===== src/rtl/sum_bcd_display_pkg.sv =====
// Shared definitions for the sum_bcd_display stage: FSM state encoding,
// the double-dabble iteration count, active-low 7-segment patterns and
// digit-select codes for the 2-digit common-anode display.
package sum_bcd_display_pkg;

  typedef enum logic [1:0] {
    IDLE = 2'd0,
    CONV = 2'd1,
    DONE = 2'd2
  } state_t;

  // One shift per binary input bit (5-bit adder result).
  localparam logic [2:0] ITER_COUNT = 3'd5;

  // Segment patterns {g,f,e,d,c,b,a}, active-low.
  localparam logic [6:0] SEG_0     = 7'h40;
  localparam logic [6:0] SEG_1     = 7'h79;
  localparam logic [6:0] SEG_2     = 7'h24;
  localparam logic [6:0] SEG_3     = 7'h30;
  localparam logic [6:0] SEG_4     = 7'h19;
  localparam logic [6:0] SEG_5     = 7'h12;
  localparam logic [6:0] SEG_6     = 7'h02;
  localparam logic [6:0] SEG_7     = 7'h78;
  localparam logic [6:0] SEG_8     = 7'h00;
  localparam logic [6:0] SEG_9     = 7'h10;
  localparam logic [6:0] SEG_BLANK = 7'h7F;

  // Digit enables, active-low; bit0 = ones, bit1 = tens.
  localparam logic [1:0] DIG_ONES = 2'b10;
  localparam logic [1:0] DIG_TENS = 2'b01;

endpackage


===== src/rtl/sum_bcd_display_seg7_decoder.sv =====
// seg7_decoder: combinational BCD nibble to active-low 7-segment pattern.
// Ports:
//   bcd  in  4  BCD digit (values above 9 produce a blank pattern)
//   seg  out 7  segment drive {g,f,e,d,c,b,a}, active-low
module seg7_decoder
  import sum_bcd_display_pkg::*;
(
  input  logic [3:0] bcd,
  output logic [6:0] seg
);

  always_comb begin
    seg = SEG_BLANK;
    case (bcd)
      4'd0: seg = SEG_0;
      4'd1: seg = SEG_1;
      4'd2: seg = SEG_2;
      4'd3: seg = SEG_3;
      4'd4: seg = SEG_4;
      4'd5: seg = SEG_5;
      4'd6: seg = SEG_6;
      4'd7: seg = SEG_7;
      4'd8: seg = SEG_8;
      4'd9: seg = SEG_9;
      default: seg = SEG_BLANK;
    endcase
  end

endmodule


===== src/rtl/sum_bcd_display.sv =====
// sum_bcd_display: captures the 5-bit adder result {cout_in, sum_in} on a
// start pulse, converts it to two BCD digits with an iterative
// shift-add-3 FSM, and scans both digits onto a common-anode display.
// Ports:
//   clk      in  1  system clock
//   rst      in  1  synchronous active-high reset
//   sum_in   in  4  adder sum bits
//   cout_in  in  1  adder carry-out (weight 16)
//   start    in  1  capture-and-convert request
//   busy     out 1  conversion in progress (CONV or DONE)
//   done     out 1  one-cycle pulse when tens/ones are updated
//   tens     out 4  registered BCD tens digit
//   ones     out 4  registered BCD ones digit
//   seg      out 7  segment drive {g,f,e,d,c,b,a}, active-low
//   dig_sel  out 2  digit enables, active-low; bit0 = ones, bit1 = tens
// Handshake: start is honoured only while busy=0; a start seen while busy=1
// is dropped. done rises on the edge that updates tens/ones, six edges after
// the edge that sampled start.
module sum_bcd_display
  import sum_bcd_display_pkg::*;
#(
  parameter int unsigned SCAN_DIV = 50000,
  parameter bit          BLANK_LZ = 1'b1
) (
  input  logic       clk,
  input  logic       rst,
  input  logic [3:0] sum_in,
  input  logic       cout_in,
  input  logic       start,
  output logic       busy,
  output logic       done,
  output logic [3:0] tens,
  output logic [3:0] ones,
  output logic [6:0] seg,
  output logic [1:0] dig_sel
);

  localparam int CW = (SCAN_DIV > 2) ? $clog2(SCAN_DIV) : 1;

  // ---------------- conversion FSM ----------------
  // sr layout: [12:9] tens nibble, [8:5] ones nibble, [4:0] binary input.
  state_t      state, state_n;
  logic [12:0] sr, sr_n, adj;
  logic [2:0]  cnt, cnt_n;
  logic        done_n;
  logic [3:0]  tens_n, ones_n;

  always_ff @(posedge clk) begin
    if (rst) begin
      state <= IDLE;
      sr    <= '0;
      cnt   <= '0;
      done  <= 1'b0;
      tens  <= '0;
      ones  <= '0;
    end else begin
      state <= state_n;
      sr    <= sr_n;
      cnt   <= cnt_n;
      done  <= done_n;
      tens  <= tens_n;
      ones  <= ones_n;
    end
  end

  always_comb begin
    state_n = state;
    sr_n    = sr;
    cnt_n   = cnt;
    done_n  = 1'b0;
    tens_n  = tens;
    ones_n  = ones;
    // Add-3 correction of each BCD nibble before the shift.
    adj = sr;
    if (sr[8:5] >= 4'd5)  adj[8:5]  = sr[8:5] + 4'd3;
    if (sr[12:9] >= 4'd5) adj[12:9] = sr[12:9] + 4'd3;
    case (state)
      IDLE: begin
        if (start) begin
          sr_n    = {8'd0, cout_in, sum_in};
          cnt_n   = ITER_COUNT;
          state_n = CONV;
        end
      end
      CONV: begin
        sr_n  = {adj[11:0], 1'b0};
        cnt_n = cnt - 3'd1;
        if (cnt == 3'd1) state_n = DONE;
      end
      DONE: begin
        tens_n  = sr[12:9];
        ones_n  = sr[8:5];
        done_n  = 1'b1;
        state_n = IDLE;
      end
      default: state_n = IDLE;
    endcase
  end

  assign busy = (state != IDLE);

  // ---------------- display scan ----------------
  logic [CW-1:0] scan_cnt;
  logic          tens_act;
  logic          scan_wrap;
  logic          tens_act_n;
  logic [3:0]    shown;
  logic [6:0]    dec_seg;
  logic          blank;

  assign scan_wrap  = (scan_cnt == CW'(SCAN_DIV - 1));
  assign tens_act_n = scan_wrap ? ~tens_act : tens_act;
  // Decode the digit that will be active after this edge so seg and
  // dig_sel stay aligned in the same register stage.
  assign shown      = tens_act_n ? tens : ones;
  assign blank      = tens_act_n && BLANK_LZ && (tens == 4'd0);

  seg7_decoder u_dec (
    .bcd (shown),
    .seg (dec_seg)
  );

  always_ff @(posedge clk) begin
    if (rst) begin
      scan_cnt <= '0;
      tens_act <= 1'b0;
      dig_sel  <= DIG_ONES;
      seg      <= SEG_0;
    end else begin
      scan_cnt <= scan_wrap ? '0 : scan_cnt + CW'(1);
      tens_act <= tens_act_n;
      dig_sel  <= tens_act_n ? DIG_TENS : DIG_ONES;
      seg      <= blank ? SEG_BLANK : dec_seg;
    end
  end

endmodule


===== config.mk =====
export PLATFORM = sky130hd
export DESIGN_NAME = sum_bcd_display
export DESIGN_NICKNAME = d
export VERILOG_FILES = /design/src/rtl/sum_bcd_display_pkg.sv /design/src/rtl/sum_bcd_display_seg7_decoder.sv /design/src/rtl/sum_bcd_display.sv
export SDC_FILE = /design/constraint.sdc
export NUM_CORES = 1
export LEC_CHECK = 0
export CORE_ASPECT_RATIO = 1.1
export CORE_MARGIN = 2
export CORE_UTILIZATION = 25
export DETAILED_ROUTE_END_ITERATION = 8
export GPL_ROUTABILITY_DRIVEN = 0
export MAX_ROUTING_LAYER = met4
export PLACE_DENSITY = 0.4
export SLEW_MARGIN = 10
export SYNTH_ARGS = -nofsm -noshare
export SYNTH_HDL_FRONTEND = slang
export SYNTH_HIERARCHICAL = 1
export SYNTH_SLANG_ARGS = --single-unit

===== constraint.sdc =====
create_clock -name clk -period 2.4 [get_ports clk]
set_input_delay 0.48 -clock clk [delete_from_list [all_inputs] [get_ports clk]]
set_output_delay 0.48 -clock clk [all_outputs]
set_load 0.005 [all_outputs]

==> metrics.txt <==
# TYPE chip_impl_metric gauge
chip_impl_metric{name="worst_ep_required_time",unit="ns"} 2.58
chip_impl_info{name="cp-endpoint",value="seg[3]$_SDFF_PP0_"} 1
chip_impl_metric{name="numClockSinks",unit=""} 52
chip_impl_info{name="worstHoldPathType",value="reg2reg"} 1
chip_impl_metric{name="dieWidth",unit="um"} 99.51
chip_impl_metric{name="timing.critical_path.slowest_cell_delay",unit="ns"} 0.37
chip_impl_metric{name="clk-insertion-delay-late",unit="ns"} 0.31
chip_impl_metric{name="mappedNetlistArea",unit="um^2"} 2509
chip_impl_metric{name="proportion_of_layout_cells_with_a_drive_suffix_above_1",unit="%"} 16.57
chip_impl_metric{name="worst_r2r_path_depth",unit=""} 10
chip_impl_metric{name="grtUsageMet3",unit="%"} 2.179
chip_impl_info{name="rr_startpoint",value="scan_cnt[10]$_SDFF_PP0_"} 1
chip_impl_metric{name="synthesis.area_per_instance",unit="um^2"} 8.591
chip_impl_metric{name="antenna_cells",unit=""} 0
chip_impl_metric{name="num-nets-final",unit=""} 352
chip_impl_metric{name="max_clock_freq",unit="MHz"} 436.3
chip_impl_metric{name="cts_max_path_buffers",unit=""} 2
chip_impl_metric{name="wire_length_of_the_first_global_routing_pass",unit="mm"} 9.039
chip_impl_metric{name="cts.reportedPaths.clkPinSlew",unit="ns"} 0.10
chip_impl_info{name="clock_tree_from_tritoncts",value="done"} 1
chip_impl_metric{name="cts_htree_levels",unit=""} 2
chip_impl_metric{name="synth_fp_nets",unit=""} 312
chip_impl_metric{name="slew_violations",unit=""} 0
chip_impl_metric{name="drt_pre_antenna_iters",unit=""} 4
chip_impl_metric{name="sequential_fraction_of_the_synthesis_area",unit="%"} 41.50
chip_impl_metric{name="static_leakage",unit="nW"} 1.164
chip_impl_metric{name="vias_per_cell",unit=""} 4.403
chip_impl_metric{name="finalSetupTns",unit="ns"} 0
chip_impl_info{name="rsz_0062_raised_after_global_routing",value="yes"} 1
chip_impl_metric{name="route.detailed.wl_per_inst",unit="um"} 12.18
chip_impl_info{name="final_common_cell",value="sky130_fd_sc_hd__dfxtp_1"} 1
chip_impl_info{name="worstPathCellList",value="nor4b_4 -> nand4b_4 -> xor2_4 -> mux2_4 -> ha_4 -> or2_1 -> a21oi_2 -> a31oi_1 -> inv_1 -> o21ai_1"} 1
chip_impl_info{name="crit_path_start",value="scan_cnt[10]$_SDFF_PP0_"} 1
chip_impl_metric{name="postSynthCellCount",unit=""} 292
chip_impl_metric{name="numPortBuffers",unit=""} 26
chip_impl_metric{name="finalCritPeriodShare",unit="%"} 95.50
chip_impl_info{name="dominantRegCellSynth",value="sky130_fd_sc_hd__dfxtp_1"} 1
chip_impl_metric{name="hold_ws",unit="ns"} 0.4610
chip_impl_metric{name="max-cap-violations",unit=""} 0
chip_impl_metric{name="finalClockSkew",unit="ns"} 0.01152
chip_impl_metric{name="row_count",unit=""} 38
chip_impl_metric{name="dpl.hpwl",unit="mm"} 3.923
chip_impl_metric{name="power.total",unit="mW"} 1.735
chip_impl_metric{name="rrSetupSlack",unit="ns"} 0.11
chip_impl_metric{name="grt_pass1_vias",unit=""} 1851
chip_impl_metric{name="route.antenna.remaining_nets",unit=""} 0
chip_impl_metric{name="met2_usage",unit="%"} 16.89
chip_impl_metric{name="grt_start_max_net_pins",unit=""} 17
chip_impl_info{name="busiest_layer",value="met2"} 1
chip_impl_metric{name="grt.met1_usage",unit="%"} 13.59
chip_impl_metric{name="drt_wl_total",unit="mm"} 5.504
chip_impl_info{name="setup.worst_path.class",value="reg2reg"} 1
chip_impl_metric{name="synth-async-reset-ratio",unit="%"} 0
chip_impl_metric{name="worst_pin_slew",unit="ns"} 0.5785
chip_impl_metric{name="drc",unit=""} 0
chip_impl_metric{name="critical_path.max_fanout",unit=""} 6
chip_impl_metric{name="initial_cell_density_of_the_core",unit="%"} 25.61
chip_impl_info{name="layout_common_cells",value="sky130_fd_sc_hd__dfxtp_1, sky130_fd_sc_hd__nor2_1, sky130_fd_sc_hd__nand2_1, sky130_fd_sc_hd__clkdlybuf4s50_1, sky130_fd_sc_hd__buf_4"} 1
chip_impl_metric{name="die_height",unit="um"} 109.1
chip_impl_metric{name="global_route.overflow_total",unit=""} 0
chip_impl_metric{name="sequential_cell_area",unit="um^2"} 1045
chip_impl_metric{name="die-area",unit="um^2"} 10850
chip_impl_metric{name="ys_warn_count",unit=""} 6
chip_impl_metric{name="detailroute.via_count",unit=""} 1990
chip_impl_metric{name="grtUsageTotal",unit="%"} 10.67
chip_impl_info{name="worstSetupStartpointType",value="flop"} 1
chip_impl_info{name="timing.rr.end",value="seg[3]$_SDFF_PP0_"} 1
chip_impl_metric{name="synth-seq-cells",unit=""} 52
chip_impl_info{name="run_status",value="finished clean"} 1
chip_impl_metric{name="final_setup_violating_endpoints",unit=""} 0
chip_impl_metric{name="drt_first_iter_violations",unit=""} 29
chip_impl_metric{name="antenna_found_initial",unit=""} 0
chip_impl_metric{name="power.density_cell_area",unit="nW/um^2"} 541.5
chip_impl_metric{name="layout.filler_cells",unit=""} 1046
chip_impl_metric{name="io_pins",unit=""} 27
chip_impl_metric{name="synth.distinct_cells",unit=""} 44
chip_impl_metric{name="timing.final.hold_violations",unit=""} 0
chip_impl_metric{name="post-route-min-period",unit="ns"} 2.292
chip_impl_metric{name="core_area",unit="um^2"} 9794
chip_impl_metric{name="syn2layout_area_growth",unit="%"} 27.73
chip_impl_metric{name="max-slew-margin-rel",unit="%"} 61.35
chip_impl_metric{name="ir_drop",unit="V"} 0.0002854
chip_impl_metric{name="cts_made_buffers",unit=""} 5
chip_impl_info{name="timing.critical_path.to_type",value="flop"} 1
chip_impl_metric{name="synth_edf_count",unit=""} 0
chip_impl_metric{name="multi_input_area",unit="um^2"} 1375
chip_impl_info{name="ctsRootBufferMaster",value="sky130_fd_sc_hd__clkbuf_8"} 1
chip_impl_info{name="crit_slowest_cell",value="sky130_fd_sc_hd__mux2_4"} 1
chip_impl_metric{name="worst_ep_arrival_time",unit="ns"} 2.47
==> per-stage QoR <==
stage	cell area, um^2	cells	setup slack, ns	utilization, %
after floorplan	2509	292	0.04482	-
after global placement	2973	440	0.07332	30.35
after detailed placement	2973	440	0.03647	30.35
after CTS	3102	447	0.01933	31.67
after global routing	3204	452	-0.03177	32.72
final	3204	452	0.1080	32.72
==> how the worst min path moves through the flow <==
stage | start | to | slack (ns) | depth (start not counted)
final | sr[10]$_SDFFE_PP0P_ | tens[1]$_SDFFE_PP0P_ | 0.46 | 2
after detailed placement | sr[10]$_SDFFE_PP0P_ | tens[1]$_SDFFE_PP0P_ | 0.44 | 2
after CTS | sr[10]$_SDFFE_PP0P_ | tens[1]$_SDFFE_PP0P_ | 0.46 | 2
after global routing | sr[10]$_SDFFE_PP0P_ | tens[1]$_SDFFE_PP0P_ | 0.48 | 2
after global placement | sr[10]$_SDFFE_PP0P_ | tens[1]$_SDFFE_PP0P_ | 0.44 | 2
after floorplan | cnt[2]$_SDFFE_PP0P_ | state[1]$_SDFFE_PP0P_ | 0.42 | 1
==> logic make-up after synthesis <==
kind of cell / count (synthesis) / synth area share [%]
AOI/OAI and AO/OA: 49 / 11.52
adders and majority gates: 12 / 5.985
xor gates and xnor gates: 18 / 7.033
buffers and inverters: 36 / 6.085
and+or+nand+nor: 118 / 24.19
muxes: 7 / 3.691
DFF: 52 / 41.50
==> metal layers <==
metal  routed length, um  vias to the layer above  part of all wire (%)
li1                    -                     1058                     -
met5                   0                        -                     0
met2                2613                       24                    47
met4                  85                        0                   1.5
met3                 142                        7                   2.6
met1                2662                      901                    48
==> final cells by class <==
| type | count | share of cell area (%) |
|---|---|---|
| clock inverters | 2 | 1.874 |
| multi-input cells | 205 | 42.91 |
| well taps | 120 | 4.686 |
| flip-flops and latches | 52 | 32.60 |
| inverters | 21 | 2.616 |
| clock buffers | 5 | 2.148 |
| repair buffers | 47 | 13.16 |
==> power by group <==
| part | internal (mW) | switching [mW] | total, mW |
|---|---|---|---|
| logic | 0.0596 | 0.0717 | 0.131 |
| registers | 0.884 | 0.0152 | 0.899 |
| clock network | 0.411 | 0.294 | 0.704 |
| total | 1.35 | 0.380 | 1.74 |
==> cell usage after synthesis (6+ instances only) <==
library cell,number,area [um^2]
sky130_fd_sc_hd__a21oi_1,17,85.08
sky130_fd_sc_hd__clkbuf_1,10,37.54
sky130_fd_sc_hd__dfxtp_1,52,1041
sky130_fd_sc_hd__ha_1,12,150.1
sky130_fd_sc_hd__inv_1,21,78.83
sky130_fd_sc_hd__nand2_1,31,116.4
sky130_fd_sc_hd__nand2b_1,10,62.56
sky130_fd_sc_hd__nand3_1,7,35.03
sky130_fd_sc_hd__nor2_1,38,142.6
sky130_fd_sc_hd__nor4_1,6,37.54
sky130_fd_sc_hd__o21ai_0,19,95.09
sky130_fd_sc_hd__xnor2_1,14,122.6
==> what timing repair did <==
action / in CTS / in global routing
resized for setup: 0 / 23
setup buffers: 0 / 4
hold buffers: 0 / 0
setup endpoints to repair: 0 / 7
==> flip-flops by register name, summed over array words and instances, names as in the netlist <==
register	cells
scan_cnt	16
tens	4
sr	13
ones	4
dig_sel	2
state	2
seg	7
done	1
cnt	3
==> critical path: cells and delay by family (launching register included) <==
| family | cells | cell delay, ns |
|---|---|---|
| AOI/OAI and AO/OA | 3 | 0.24 |
| muxes | 1 | 0.37 |
| xor gates and xnor gates | 1 | 0.29 |
| DFF | 1 | 0.35 |
| adders and majority gates | 1 | 0.16 |
| and+or+nand+nor | 3 | 0.71 |
| buffers and inverters | 1 | 0.06 |
Power figures use the tool's default switching activity.
